### src/rtl/vn_byte_packer_pkg.sv
// vn_byte_packer_pkg: shared types and default sizing for the debiasing byte packer
package vn_byte_packer_pkg;
  typedef enum logic {FIRST, SECOND} pair_e;
  localparam int OUTPUT_SIZE_DEF = 8;
  localparam int FIFO_DEPTH_DEF = 4;
  localparam int RUN_LIMIT_DEF = 32;
  localparam int CNT_W = $clog2(OUTPUT_SIZE_DEF);
  localparam int PTR_W = $clog2(FIFO_DEPTH_DEF);
  localparam int OCC_W = $clog2(FIFO_DEPTH_DEF + 1);
endpackage

### src/rtl/vn_byte_packer_word_fifo.sv
// vn_byte_packer_word_fifo: first-word fall-through FIFO; output reads zero while empty
module vn_byte_packer_word_fifo #(
  parameter int WIDTH = 8,
  parameter int DEPTH = 4
) (
  input  logic                           clk,
  input  logic                           reset,
  input  logic                           push,
  input  logic [WIDTH-1:0]               din,
  input  logic                           pop,
  output logic [WIDTH-1:0]               dout,
  output logic                           full,
  output logic                           empty,
  output logic [$clog2(DEPTH+1)-1:0]     count
);
  localparam int PW = $clog2(DEPTH);
  localparam int OW = $clog2(DEPTH + 1);
  logic [WIDTH-1:0] mem_q [DEPTH];
  logic [PW-1:0] wr_ptr_q, wr_ptr_d, rd_ptr_q, rd_ptr_d;
  logic [OW-1:0] count_q, count_d;
  logic do_push, do_pop;
  always_comb begin
    full = count_q == OW'(DEPTH);
    empty = count_q == '0;
    do_push = push && !full;
    do_pop = pop && !empty;
    wr_ptr_d = do_push ? wr_ptr_q + 1'b1 : wr_ptr_q;
    rd_ptr_d = do_pop ? rd_ptr_q + 1'b1 : rd_ptr_q;
    count_d = count_q + OW'(do_push) - OW'(do_pop);
    dout = empty ? '0 : mem_q[rd_ptr_q];
    count = count_q;
  end
  always_ff @(posedge clk) begin
    if (!reset) begin
      wr_ptr_q <= '0;
      rd_ptr_q <= '0;
      count_q <= '0;
    end else begin
      wr_ptr_q <= wr_ptr_d;
      rd_ptr_q <= rd_ptr_d;
      count_q <= count_d;
    end
  end
  always_ff @(posedge clk) begin
    if (do_push) mem_q[wr_ptr_q] <= din;
  end
endmodule

### src/rtl/vn_byte_packer.sv
// vn_byte_packer: von Neumann debiaser, LSB-first word packer, output FIFO and repetition health test
module vn_byte_packer
  import vn_byte_packer_pkg::*;
#(
  parameter int OUTPUT_SIZE = OUTPUT_SIZE_DEF,
  parameter int FIFO_DEPTH = FIFO_DEPTH_DEF,
  parameter int RUN_LIMIT = RUN_LIMIT_DEF
) (
  input  logic                                clk,
  input  logic                                reset,
  input  logic                                raw_bit,
  input  logic                                raw_en,
  output logic [OUTPUT_SIZE-1:0]              out_data,
  output logic                                out_valid,
  input  logic                                out_ready,
  output logic [$clog2(FIFO_DEPTH+1)-1:0]     fifo_count,
  output logic                                health_fail,
  output logic                                overflow
);
  localparam int CW = $clog2(OUTPUT_SIZE);
  localparam int RW = $clog2(RUN_LIMIT + 1);
  pair_e state_q, state_d;
  logic first_q, first_d, prev_q, prev_d;
  logic [OUTPUT_SIZE-1:0] shift_q, shift_d, word;
  logic [CW-1:0] bit_cnt_q, bit_cnt_d;
  logic [RW-1:0] run_cnt_q, run_cnt_d;
  logic health_fail_q, health_fail_d, overflow_q, overflow_d;
  logic active, emit, push, fifo_full, fifo_empty;
  always_comb begin
    active = raw_en && !health_fail_q;
    emit = active && state_q == SECOND && first_q != raw_bit;
    push = emit && bit_cnt_q == CW'(OUTPUT_SIZE - 1);
    word = {first_q, shift_q[OUTPUT_SIZE-1:1]};
    state_d = health_fail_q ? FIRST : !raw_en ? state_q : state_q == FIRST ? SECOND : FIRST;
    first_d = (active && state_q == FIRST) ? raw_bit : first_q;
    shift_d = emit ? word : shift_q;
    bit_cnt_d = push ? '0 : emit ? bit_cnt_q + 1'b1 : bit_cnt_q;
    // a zero run count marks "no previous sample since reset"
    run_cnt_d = !raw_en ? run_cnt_q
              : (run_cnt_q == '0 || raw_bit != prev_q) ? RW'(1)
              : run_cnt_q == RW'(RUN_LIMIT) ? run_cnt_q : run_cnt_q + 1'b1;
    prev_d = raw_en ? raw_bit : prev_q;
    health_fail_d = health_fail_q || (raw_en && run_cnt_d == RW'(RUN_LIMIT));
    overflow_d = overflow_q || (push && fifo_full);
  end
  always_ff @(posedge clk) begin
    if (!reset) begin
      state_q <= FIRST;
      first_q <= 1'b0;
      prev_q <= 1'b0;
      shift_q <= '0;
      bit_cnt_q <= '0;
      run_cnt_q <= '0;
      health_fail_q <= 1'b0;
      overflow_q <= 1'b0;
    end else begin
      state_q <= state_d;
      first_q <= first_d;
      prev_q <= prev_d;
      shift_q <= shift_d;
      bit_cnt_q <= bit_cnt_d;
      run_cnt_q <= run_cnt_d;
      health_fail_q <= health_fail_d;
      overflow_q <= overflow_d;
    end
  end
  vn_byte_packer_word_fifo #(.WIDTH(OUTPUT_SIZE), .DEPTH(FIFO_DEPTH)) u_fifo (
    .clk(clk),
    .reset(reset),
    .push(push),
    .din(word),
    .pop(out_ready),
    .dout(out_data),
    .full(fifo_full),
    .empty(fifo_empty),
    .count(fifo_count)
  );
  assign out_valid = !fifo_empty;
  assign health_fail = health_fail_q;
  assign overflow = overflow_q;
endmodule
### config.mk
export PLATFORM = sky130hd
export DESIGN_NAME = vn_byte_packer
export DESIGN_NICKNAME = d
export VERILOG_FILES = /design/src/rtl/vn_byte_packer_pkg.sv /design/src/rtl/vn_byte_packer_word_fifo.sv /design/src/rtl/vn_byte_packer.sv
export SDC_FILE = /design/constraint.sdc
export NUM_CORES = 1
export LEC_CHECK = 0
export BUFFER_PORTS_ARGS = -buffer_cell sky130_fd_sc_hd__buf_2
export CORE_ASPECT_RATIO = 0.7
export CORE_UTILIZATION = 55
export DETAILED_ROUTE_END_ITERATION = 8
export GPL_TIMING_DRIVEN = 1
export PLACE_DENSITY_LB_ADDON = 0.08
export SLEW_MARGIN = 20
export SYNTH_ARGS = -nofsm -noshare
export SYNTH_HDL_FRONTEND = slang
export SYNTH_SLANG_ARGS = --single-unit
### constraint.sdc
create_clock -name clk -period 3.3 [get_ports clk]
set_input_delay 0.495 -clock clk [delete_from_list [all_inputs] [get_ports clk]]
set_output_delay 0.495 -clock clk [all_outputs]
set_load 0.02 [all_outputs]
; ---- Yosys cells after proc, flatten, opt, wreduce, memory -nomap -nowiden
; Memory sizes are Yosys's and may differ from the RTL's. A register that Yosys moved wholly into a read port is not among the register bits.
; Index checks and enable logic that the tools add are counted.
[op_classes]
reduce_logical = 19
mux = 9
eq_ne = 6
add_sub_neg = 6
bitwise = 2
[ops]
columns = op, n
row1 = 6-bit 2-to-1 mux, 3
row2 = 6-bit == test (second input constant), 2
row3 = 1-bit logical AND, 9
row4 = 8-bit 2-to-1 mux, 1
row5 = 6-bit by 1-bit adder with 6-bit output (second input constant), 1
row6 = 3-bit == test (second input constant), 2
row7 = 6-bit logical NOT, 1
row8 = 2-bit by 1-bit adder with 2-bit output (second input constant), 2
row9 = 2-bit 2-to-1 mux, 2
row10 = 2-bit OR reduction, 2
row11 = 3-bit by 1-bit adder with 3-bit output, 1
row12 = 3-bit by 1-bit adder with 3-bit output (second input constant), 1
row13 = 1-bit logical NOT, 3
row14 = 3-bit logical NOT, 1
row15 = 1-bit logical OR, 3
row16 = 1-bit 2-to-1 mux, 3
row17 = 3-bit by 1-bit subtractor with 3-bit output, 1
row18 = 1-bit != test, 2
row19 = 1-bit inverter, 2
[word_totals]
ramBits = 32
n_memories = 1
out_inout_bits = 14
in_bits = 5
elab_cells = 54
ff_bits = 29
[mem_list]
columns = name, depth, width, rd, rd_clocked_by_memory_dff, write_ports, line
row1 = u_fifo.mem_q, 4, 8, 1, 1, 1, vn_byte_packer_word_fifo.sv:18  ; logic [WIDTH-1:0] mem_q [DEPTH];

; ---- Depth between registers and ports, before layout
; Gate-level depths: netlist of the first run.
[logic_depth]
depth_word = 8
mapped_depth = 9
ltp_nobuf = 9

; ---- Modules after synthesis
; From an unflattened synthesis of the first run, not the netlist that was laid out.
[unflattened]
cells_unflattened = 217
area_unflattened_um2 = 2820.2
[by_module_without_submodules]
columns = module, area_per_inst_um2, seq_area_each_um2, cells_each, n_inst
row1 = vn_byte_packer_word_fifo, 1771.7, 1141.1, 102, 1
row2 = vn_byte_packer, 1048.5, 420.4, 115, 1

; ---- Worst setup path before layout of the first run
; Ideal clock, no wire load.
[synth_path]
path_type = register -> register
from = register u_fifo.count_q[1] (netlist: u_fifo.count[1])
to = register u_fifo.count_q[2] (netlist: u_fifo.count[2])
required_ns = 3.172
n_path_buf = 0
arrival_time_ns = 2.143
path_stages_with_launch = 10
slack_ns = 1.029
period_less_slack_ns = 2.271
setup_ns = 0.128
cell_sequence = dfxtp_1 -> or3_1 -> and2_1 -> ha_1 -> inv_1 -> ha_1 -> fa_1 -> xnor2_1 -> xnor2_1 -> nor2_1
[synth_via]
elab_cells_between_ends = 8
classes_between = add/sub (2) / eq/ne (1) / reduce/logical (5)
[synth_rtl]
columns = item, line
row1 = start: declaration, vn_byte_packer_word_fifo.sv:20  ; logic [OW-1:0] count_q, count_d;
row2 = start signal: assignment, vn_byte_packer_word_fifo.sv:41  ; count_q <= count_d;
row3 = 3-bit logical NOT, vn_byte_packer_word_fifo.sv:24  ; empty = count_q == '0;
row4 = 1-bit logical NOT, vn_byte_packer_word_fifo.sv:26  ; do_pop = pop && !empty;
row5 = 1-bit logical AND, vn_byte_packer_word_fifo.sv:26
row6 = via u_fifo.do_pop, vn_byte_packer_word_fifo.sv:21  ; logic do_push, do_pop;
row7 = 3-bit by 1-bit subtractor with 3-bit output, vn_byte_packer_word_fifo.sv:29  ; count_d = count_q + OW'(do_push) - OW'(do_pop);
; The timed path passes the listed nets, and every way through them passes these cells.
; A chain may end at the register's enable or synchronous reset.

; ---- Final worst setup path of the first run
; Ends and elaborated chain as after synthesis.

==> results of run 1 <==
==> routing by layer <==
metal | up-vias | part of all wire [%]
li1 | 793 | -
met1 | 809 | 46
met2 | 44 | 49
met3 | 4 | 4.6
met4 | 0 | 0.92
met5 | - | 0
==> power groups by stage <==
stage / registers [W] / logic, W / clock network [W]
finish: 0.000903 / 0.000428 / 0.000738
global route: 0.000914 / 0.000465 / 0.000782
CTS: 0.000905 / 0.000433 / 0.000748
detailed placement: 0.000922 / 0.000430 / 0
global placement: 0.000918 / 0.000411 / 0
floorplan: 0.000900 / 0.000330 / 0
==> final timing paths <==
check	to	slack, ps	cells past startpoint
min reg2reg	overflow$_SDFF_PN0_	470	2
max reg2reg	u_fifo.count[2]$_SDFF_PN0_	680	9
min	health_fail$_SDFF_PN0_	430	3
max	u_fifo.count[2]$_SDFF_PN0_	680	9
==> state kept, by name, summed over array words and instances, names as in the netlist, named ones only <==
register         count
u_fifo.mem_q        32
shift_q              7
run_cnt_q            6
bit_cnt_q            3
u_fifo.count         3
u_fifo.rd_ptr_q      2
u_fifo.wr_ptr_q      2
first_q              1
health_fail          1
overflow             1
prev_q               1
state_q              1
==> through the flow <==
step | hold slack [ps] | total power [W] | std cells
floorplan | 453 | 0.00123 | 210
global placement | 460 | 0.00133 | 276
detailed placement | 460 | 0.00135 | 276
CTS | 425 | 0.00209 | 292
global route | 442 | 0.00216 | 292
finish | 429 | 0.00207 | 292
==> kinds of logic after synthesis <==
logic type,Yosys count
xor gates and xnor gates,10
and+or+nand+nor,63
adders and majority gates,11
buffers and inverters,22
DFF,62
AOI/OAI and AO/OA,25
muxes,17
==> worst max-delay path: stages (launching register included) <==
cell and delay, ps:
dfxtp_1 350, or3_1 580, and2_1 280, ha_1 280
inv_1 50, ha_1 180, fa_1 370, xnor2_1 190
xnor2_1 150, nor2_1 60
==> cell usage after synthesis, types with 5 or more instances <==
library cell / instances / area [um^2]
dfxtp_1: 30 / 601
nor2_1: 21 / 78.8
and2_1: 17 / 106
nand2_1: 5 / 18.8
o21ai_0: 7 / 35.0
mux2i_1: 9 / 90.1
ha_1: 10 / 125
edfxtp_1: 32 / 961
inv_1: 13 / 48.8
clkbuf_1: 6 / 22.5
mux4_2: 8 / 180
xnor2_1: 8 / 70.1
a21oi_1: 7 / 35.0
==> area by class of cell <==
cell class,instances,area (um^2),share of cell area [%]
Clock buffer,12,155,5.13
Clock inverter,4,70.1,2.32
Inverter,14,52.6,1.74
Multi-Input combinational cell,126,1020,33.7
Sequential cell,62,1560,51.6
Tap cell,55,68.8,2.27
Timing Repair Buffer,19,97.6,3.22
==> impl_results.md, run 1 <==
* CTS tree: yes
* Core ar. at 4500 um^2
* Most used routing layer: met2
* Final setup viols at 0
* Worst VDD drop at 0.442 mV
* Net Sw Frac at 27.5%
* DR WL/cell at 16.4 um
* Crit. End Element: register
* Cell Area, Placed at 2800 um^2
* Setup CP Type: register to register
* Util after Layout at 67.2%
* # IOs at 19
* Final Instance Area at 3030 um^2
* Cell Rows at 20
* CTS buffer count at 9
* DPL Wire Length at 3360 um
* Total Die Area at 5130 um^2
* Initial Utilization at 59.2%
* Clock latency on the worst-skew pair at 340 ps
* Static Leak at 1.15 nW
* Clock net sink count at 62
* Grt met1 use at 27.5%
* Vias in the first global route at 1575
* Routed Antenna Nets at 0
* Die Wd at 85.2 um
* Clock power frac at 35.7%
* Layout area overhead at 13.5%
* Critical Path Start: u_fifo.count[1]$_SDFF_PN0_
* GRT Resource Usage Total at 21.6%
* Cts hold-fix bufs at 0
* Post-synthesis register bit count at 62
* Post-synth EDFFs at 32
* Top_reg_cell synth: edfxtp_1
* Ratio of cells with drive above 1 in the final layout at 20.3%
* Commonest non-fill, non-tap cell in the layout: edfxtp_1
* Unrepaired setup endpoints after global routing: no
* Fillcell total at 328
* Post-CTS Setup Inserts at 0
* Power Internal at 0.00150 W
* WP data required at 3500 ps
* Clock skew at 8.12 ps
* Die Span Y at 60.3 um
* Fin crit share at 79.4%
* N_diodes at 0
* WL final at 4780 um
* HP Start: reset
* Post-synthesis cell count at 210
* Residual DRC at 0
* Gate power share at 20.7%
* Tightest Hold Check Type: input pin to register
* Netlist cell types at 37
* Met3 GRT Util at 9.39%
* Pins Over Slew Limit at 0
* Worst-path clk slew at 60 ps
* Maximum achievable frequency at 0.381 GHz
* Largest family of logic cells by synthesized area: simple AND/OR/NAND/NOR gates
* Least-Margin Pin Slew at 753 ps
* Post-CTS sizing at 0
* Synth warn at 0
* Final WS setup at 678 ps
* Most frequent cells in the layout: edfxtp_1 (32), dfxtp_1 (30), nor2_1 (21), buf_2 (18), and2_1 (17)
* CTS Root Cell: clkbuf_8
* DRT Pass-1 Iters at 4
* Global route total overflow at 0
* First-pass GRT wire length at 7820 um
* Final hold vios at 0
* DR vias at 1650
* Adder-cell share of the synthesized area at 5.44%
* Minimum clock period after layout at 2620 ps
* Maximum clock path buffer count at 2
* Max-Cap Viols at 0
* Fraction of registers with async set/reset at 0%
* Nets at 248
* PortBufs at 18
* Placer congestion estimate at 0.799
* Synth Area in Compound Gates at 6.38%
* Post-Synth XOR/XNOR Area at 3.28%
* Mapped Nets at 226
* GR Layer Usage met2 at 33.9%
* H-tree depth at 3
* RR Startpoint: u_fifo.count[1]$_SDFF_PN0_
* Avg Inst Size Synth at 12.7 um^2
* Pre-CTS setup slack at 666 ps
* CP arrival at 2820 ps
* Maximum number of pins on one net before global-route repair at 27
* Net Sw Power at 0.000570 W
* Rel. slew slack at 49.5%
* Outcome: completed
* Sequential share of power at 43.6%
* Crit start category: register
* Seq/Total Area, Yosys at 58.6%
* Initial antenna violation count at 0
* Final TNS setup at 0 ps
* Simple-gate share of the synthesized area at 13.0%
* DR vias/cell at 5.65
* Mapped Area at 2670 um^2
* PwrDens at 684 nW/um^2
* Worst Path Max Fanout at 11
* Mux cell area share after synthesis at 10.1%
* Initial drt markers at 98
(Power assumes the default switching activity.)
==> run 2: changes to the inputs <==
- ABC_AREA: not set -> 1
- CORE_UTILIZATION: 55 -> 53
- clock period: 3.3 -> 2.3 ns (I/O delays scaled with it)
==> run 2 against run 1 <==
Cell count is 37% higher. Sequential power is 44% higher. Routed wire length is 5.5% higher. Largest power group unchanged. Sequential share of layout area is 1.2 points lower. Register-to-register slack worse by 350 ps. Worst setup slack worse by 470 ps. Die area is 6.1% higher.
==> impl_results.md, run 2 <==
* Avg Inst Size Synth at 9.25 um^2 (-27%)
* Area contributors post-synth: edfxtp_1 (35%), dfxtp_1 (22%), nor2_1 (8.7%)
* Seq/Total Area, Yosys at 57.2% (-1.4 points)
* Post-synthesis cell count at 295 (+40%)
* Fillcell total at 414 (+26%)
* Core ar. at 4860 um^2 (+7.9%)
* Area of the multi-input gates at 987 um^2 (-3.3%)
* Post-synthesis register bit count at 62 (unchanged)
* Outcome: completed
* Total Die Area at 5450 um^2 (+6.1%)
* Maximum achievable frequency at 0.477 GHz
* First-pass GRT wire length at 7860 um (+0.45%)
* Most frequent cells in the layout: nor2_1 (63), nand2_1 (32), edfxtp_1 (32), inv_1 (31), dfxtp_1 (30)
* Max-Cap Viols at 0 (unchanged)
* Pins Over Slew Limit at 0 (unchanged)
* Crit. End Element: output pin
* Critical-path cell list: inv_2 -> o21ai_0 -> a21oi_1 -> buf_2
* Net Sw Power at 0.000966 W (+70%)
* DR WL/cell at 12.6 um (-23%)
* Slowest-stage cell, CP: dfxtp_1
* CTS buffer count at 9 (unchanged)
* Final setup viols at 0 (unchanged)
* Util after Layout at 63.8% (-3.4 points)
* Fin crit share at 91.1%
* Vias in the first global route at 1662 (+5.5%)
* Routed Antenna Nets at 0 (unchanged)
* Final TNS setup at 0 ps (unchanged)
* Largest stage delay, worst path at 660 ps (+80 ps)
* Maximum clock path buffer count at 2 (unchanged)
* Largest register by flop count: u_fifo.mem_q
* Largest regs: u_fifo.mem_q (32), shift_q (7), run_cnt_q (6)
* Global route total overflow at 0 (unchanged)
* Sequential share of power at 45.1% (+1.5 points)
* Commonest non-fill, non-tap cell in the layout: nor2_1
* Power Internal at 0.00191 W (+27%)
* Nets at 341 (+38%)
* CTS Root Cell: clkbuf_8
* Ratio of cells with drive above 1 in the final layout at 15.5% (-4.8 points)
* Top_reg_cell synth: edfxtp_1
* N_diodes at 0 (unchanged)
* Clock net sink count at 62 (unchanged)
* Placer congestion estimate at 0.808 (+1.1%)
* Post-synth EDFFs at 32 (unchanged)
* DRT Pass-1 Iters at 5 (+1)
* Rel. slew slack at 63.9% (+14 points)
* Clock latency on the worst-skew pair at 330 ps (about the same)
* CP arrival at 1750 ps (-1070 ps)
* Crit start category: register
* Cts hold-fix bufs at 0 (unchanged)
* Post-CTS Setup Inserts at 0 (unchanged)
* Clock skew at 8.26 ps (+0.144 ps)
* PortBufs at 18 (unchanged)
* Gate power share at 27.3% (+6.6 points)
* WL final at 5040 um (+5.5%)
* Least-Margin Pin Slew at 540 ps (-213 ps)
* Cell Rows at 21 (+5.0%)
* CTS tree: yes
* Maximum number of pins on one net before global-route repair at 19 (-30%)
* GRT Resource Usage Total at 20.5% (-1.0 points)
* Die Span Y at 62.1 um (+3.0%)
* Post-synth top area cell: edfxtp_1
* H-tree depth at 3 (unchanged)
* Minimum clock period after layout at 2100 ps
* Max reg flops at 32 (unchanged)
* Most common cell in the synthesized netlist: nor2_1
* WP data required at 1960 ps (-1540 ps)
* Netlist cell types at 31 (-16%)
* Tightest Hold Check Type: input pin to register
* Worst Path Max Fanout at 16 (+5)
* Unrepaired setup endpoints after global routing: no
* Final hold vios at 0 (unchanged)
* Initial antenna violation count at 0 (unchanged)
* Initial drt markers at 69 (-30%)
* PwrDens at 928 nW/um^2 (+36%)
* Net Sw Frac at 33.6% (+6.1 points)
* Static Leak at 1.30 nW (+13%)
* Register area at 1560 um^2 (unchanged)
* DPL Wire Length at 3520 um (+5.0%)
* Mapped Area at 2730 um^2 (+2.4%)
* Synth top cells by count: nor2_1 (63), edfxtp_1 (32), nand2_1 (32), inv_1 (31), dfxtp_1 (30)
* Residual DRC at 0 (unchanged)
* Layout area overhead at 13.6% (about the same)
* Die Wd at 87.8 um (+3.0%)
* Fraction of registers with async set/reset at 0% (unchanged)
* Initial Utilization at 56.2% (-3.0 points)
* Worst VDD drop at 0.444 mV (+0.40%)
* Post-CTS sizing at 0 (unchanged)
* Synth warn at 0 (unchanged)
* Worst-path clk slew at 60 ps (about the same)
* DR vias/cell at 4.84 (-14%)
* Clock power frac at 27.6% (-8.1 points)
* # IOs at 19 (unchanged)
* Mapped Nets at 311 (+38%)
* DR vias at 1933 (+17%)
* Area share of the largest cell type after synthesis at 35.2% (-0.84 points)
* Setup CP Type: register to output pin
## run 2: worst paths after layout
path | start | cells after the start | slack (ps) | to
setup / recovery | register | 4 | 200 | out_data[6]
hold / removal | raw_en | 3 | 320 | state_q$_SDFFE_PP0P_
setup reg to reg | u_fifo.count[1]$_SDFF_PN0_ | 10 | 330 | u_fifo.count[2]$_SDFF_PN0_
hold reg to reg | bit_cnt_q[1]$_SDFFE_PP0P_ | 2 | 470 | bit_cnt_q[1]$_SDFFE_PP0P_
## run 2: kinds of logic after synthesis
family                   after synthesis  share of synthesized area [%]
AO/OA/AOI/OAI                         57                           11.1
XOR/XNOR                               6                           1.92
adder cells (fa/ha/maj)               11                           5.32
buffers and inverters                 45                           6.65
flip-flops                            62                           57.2
AND/OR/NAND/NOR                      114                           17.8
## run 2: metal layers
layer,vias to the layer above,part of all wire [%],GRT usage (%)
li1,1024,-,-
met1,877,53,28.2
met2,28,42,29.5
met3,4,3.4,7.13
met4,0,0.87,9.60
met5,-,0,0
## run 2: area by class of cell
| cell class | instances | share of cell area, % |
|---|---|---|
| multi-input combinational | 188 | 31.8 |
| clock inverter | 2 | 0.282 |
| inverter | 36 | 4.52 |
| sequential | 62 | 50.3 |
| tap | 69 | 2.78 |
| timing repair buffer | 28 | 5.32 |
| clock buffer | 14 | 4.92 |
## run 2: power by group through the flow
stage                     Combinational [W]  Sequential, W  Clock [W]
final                              0.000784        0.00130   0.000794
after global routing               0.000887        0.00131   0.000866
after CTS                          0.000795        0.00130   0.000813
after detailed placement           0.000792        0.00132          0
after global placement             0.000779        0.00132          0
after floorplan                    0.000527        0.00131          0
## run 2: critical path, delay by kind of cell (launching register included)
family	cells	cell delay [ps]
AOI/OAI and AO/OA	2	360
buffers and inverters	2	410
DFF	1	660
## run 2: stage by stage
step	cells	total power [W]	worst slack [ps]	area, um^2	hold slack, ps
3_5_place_dp	383	0.00212	340	2940	460
6_report	399	0.00288	204	3100	320
4_1_cts	399	0.00291	180	3100	306
2_1_floorplan	295	0.00184	85.5	2730	436
3_3_place_gp	383	0.00210	403	2940	452
5_1_grt	399	0.00306	34.7	3100	320
==> run 3: changes to the inputs <==
- CORE_UTILIZATION: 53 -> 54
- SYNTH_HIERARCHICAL: not set -> 1
==> run 3 against run 2 <==
Critical endpoint is now u_fifo/count[2]$_SDFF_PN0_. Largest cell class unchanged. Via count is 11% higher. Clock-buffer cell count unchanged. Design area up 6.1%. Largest power group unchanged.
==> impl_results.md, run 3 <==
* CTS Root Cell: clkbuf_8
* Area of the multi-input gates at 1030 um^2 (+4.2%)
* DR WL/cell at 12.0 um (-5.3%)
* Largest regs: u_fifo/mem_q (32), shift_q (7), run_cnt_q (6)
* Clock net sink count at 62 (unchanged)
* Rel. slew slack at 74.4% (+10 points)
* Core ar. at 5230 um^2 (+7.6%)
* N_diodes at 0 (unchanged)
* DPL Wire Length at 3810 um (+8.3%)
* Area contributors post-synth: edfxtp_1 (33%), dfxtp_1 (20%), nand2_1 (8.8%)
* Seq/Total Area, Yosys at 53.2% (-4.0 points)
* Nets at 389 (+14%)
* Largest stage delay, worst path at 380 ps (-280 ps)
* Max-Cap Viols at 0 (unchanged)
* Maximum clock path buffer count at 2 (unchanged)
* # IOs at 19 (unchanged)
* Layout area overhead at 12.2%
* Post-synth top area cell: edfxtp_1
* Initial antenna violation count at 0 (unchanged)
* Cts hold-fix bufs at 0 (unchanged)
* Clock latency on the worst-skew pair at 330 ps (about the same)
* Clock skew at 8.97 ps (+0.704 ps)
* Global route total overflow at 0 (unchanged)
* Critical Path Start: bit_cnt_q[0]$_SDFFE_PP0P_
* Util after Layout at 62.9% (-0.87 points)
* R2r setup slk at 180 ps (-150 ps)
* Max reg flops at 32 (unchanged)
* Post-CTS Setup Inserts at 0 (unchanged)
* Final hold vios at 0 (unchanged)
* Setup CP Type: register to register
* DR vias at 2152 (+11%)
* Netlist cell types at 28 (-9.7%)
* Worst reg2reg path depth at 12 (+2)
* Placer congestion estimate at 0.749 (-7.3%)
* Tightest Hold Check Type: input pin to register
* Crit. End Element: register
* Minimum clock period after layout at 2120 ps (+22.6 ps)
* CP arrival at 2390 ps (+640 ps)
* DR vias/cell at 4.78 (-1.3%)
* Total Die Area at 5730 um^2 (+5.3%)
* Residual DRC at 0 (unchanged)
* H-tree depth at 3 (unchanged)
* WL final at 5390 um (+6.8%)
* Mapped Nets at 356 (+14%)
* PortBufs at 18 (unchanged)
* Post-synthesis cell count at 340 (+15%)
* Cell mode on critical path: ha_1
* Avg Inst Size Synth at 8.63 um^2 (-6.8%)
* Worst-path clk slew at 60 ps (about the same)
* Cell Rows at 22 (+4.8%)
* Initial Utilization at 56.1% (-0.088 points)
* Die Span Y at 63.7 um (+2.6%)
* RR Startpoint: bit_cnt_q[0]$_SDFFE_PP0P_
* Synth warn at 6 (+6)
* First-pass GRT wire length at 9250 um (+18%)
* Synth top cells by count: nand2_1 (69), inv_1 (66), nor2_1 (37), edfxtp_1 (32), dfxtp_1 (30)
* Crit start category: register
* DRT Pass-1 Iters at 4 (-1)
* Final hold slack at 299 ps (-20.9 ps)
* Most frequent cells in the layout: nand2_1 (69), inv_1 (66), nor2_1 (36), edfxtp_1 (32), dfxtp_1 (30)
* Slowest-stage cell, CP: fa_1
* PwrDens at 885 nW/um^2 (-4.6%)
* Die Wd at 90.1 um (+2.6%)
* Top_reg_cell synth: edfxtp_1
* Routed Antenna Nets at 0 (unchanged)
* CTS tree: yes
* Ratio of cells with drive above 1 in the final layout at 15.9% (+0.42 points)
* Mapped Area at 2930 um^2 (+7.4%)
* Post-synth EDFFs at 32 (unchanged)
* Unrepaired setup endpoints after global routing: no
* GRT Resource Usage Total at 21.5% (+0.97 points)
* Register area at 1560 um^2 (unchanged)
* Fraction of registers with async set/reset at 0% (unchanged)
* Fillcell total at 477 (+15%)
* CTS buffer count at 9 (unchanged)
* Final TNS setup at 0 ps (unchanged)
* Outcome: completed
* Pins Over Slew Limit at 0 (unchanged)
* Worst VDD drop at 0.379 mV (-15%)
* Post-synthesis register bit count at 62 (unchanged)
* Least-Margin Pin Slew at 383 ps (-157 ps)
* Fin crit share at 92.1% (+0.98 points)
* Worst Path Max Fanout at 2 (-14)
* Largest register by flop count: u_fifo/mem_q
* Final setup viols at 0 (unchanged)
* Reg-to-reg endpoint: u_fifo/count[2]$_SDFF_PN0_
* Vias in the first global route at 1972 (+19%)
* Commonest non-fill, non-tap cell in the layout: nand2_1
* Initial drt markers at 113 (+64%)
* Critical-path cell list: ha_1 -> ha_1 -> inv_1 -> nor2_2 -> nand2_1 -> ha_1 -> inv_1 -> ha_1 -> fa_1 -> nand3_1 -> nand2_1 -> nor2_1
* WP data required at 2570 ps (+610 ps)
* Area share of the largest cell type after synthesis at 32.8% (-2.4 points)
* Most common cell in the synthesized netlist: nand2_1
* Static Leak at 1.53 nW (+18%)
* Maximum achievable frequency at 0.472 GHz (-1.1%)
* Maximum number of pins on one net before global-route repair at 20 (+1)
* CP endpoint: u_fifo/count[2]$_SDFF_PN0_
==> run 3: cell types whose count changed after synthesis, sizes merged, moves of 19 or more <==
cell   previous run  this run
o21ai            30        11
nor2             65        39
nand2            34        73
nand3            11        31
inv              34        71
==> run 3: worst max-delay path: cells and delay by family (launching register included) <==
kind	cells	cell delay [ps]
buffers and inverters	2	90
adder cells (fa/ha/maj)	5	1130
AND/OR/NAND/NOR	5	490
flip-flops	1	350
==> run 3: cells by family after synthesis <==
logic type	Yosys count	share of synthesized area [%]
simple gates	146	21.5
buf+inv	79	11.8
flops	62	53.2
compound gates	38	7.12
fa+ha+maj	11	4.95
xor+xnor	4	1.45
==> run 3: where the power goes <==
part	switching, W	leakage, nW	internal, W	total [W]
combinational	0.000586	0.913	0.000268	0.000854
sequential	0.0000513	0.536	0.00122	0.00127
clock	0.000371	0.0844	0.000418	0.000789
total	0.00101	1.53	0.00190	0.00291
==> run 3: area by class of cell <==
cell class	count	share of cell area [%]
clock inverters	2	0.304
well taps	72	2.74
inverters	71	8.17
multi-input cells	199	31.2
clock buffers	14	4.64
repair buffers	30	5.47
flip-flops and latches	62	47.4
==> run 3: per-layer routing <==
| layer | GRT usage (%) | vias to the layer above | part of all wire, % |
|---|---|---|---|
| met3 | 7.13 | 4 | 4.7 |
| met1 | 29.1 | 967 | 51 |
| met2 | 32.4 | 47 | 44 |
| li1 | - | 1134 | - |
| met5 | 0 | - | 0 |
| met4 | 7.26 | 0 | 0.46 |
==> run 3: worst min path at each step <==
stage | startpoint | cells past startpoint | slack [ps] | to
5_1_grt | out_ready | 3 | 310 | u_fifo/rd_ptr_q[0]$_SDFFE_PN0P_
3_5_place_dp | overflow$_SDFF_PN0_ | 2 | 460 | overflow$_SDFF_PN0_
6_report | out_ready | 3 | 300 | u_fifo/rd_ptr_q[0]$_SDFFE_PN0P_
3_3_place_gp | overflow$_SDFF_PN0_ | 2 | 460 | overflow$_SDFF_PN0_
2_1_floorplan | reset | 2 | 440 | u_fifo/count[1]$_SDFF_PN0_
4_1_cts | out_ready | 3 | 290 | u_fifo/rd_ptr_q[0]$_SDFFE_PN0P_
==> run 3: what timing repair did <==
action | 4_1_cts | 5_1_grt
setup endpoints to repair | 0 | 2
hold endpoints to repair | 0 | 0
gates resized for setup | 0 | 1
==> run 3: stage by stage <==
| step | worst slack, ps | instances | total power [W] | instance area [um^2] |
|---|---|---|---|---|
| finish | 181 | 450 | 0.00291 | 3290 |
| global route | 11.2 | 450 | 0.00311 | 3290 |
| CTS | 122 | 450 | 0.00294 | 3290 |
| detailed placement | 42.3 | 434 | 0.00215 | 3130 |
| global placement | 93.0 | 434 | 0.00214 | 3130 |
| floorplan | 41.6 | 340 | 0.00193 | 2930 |
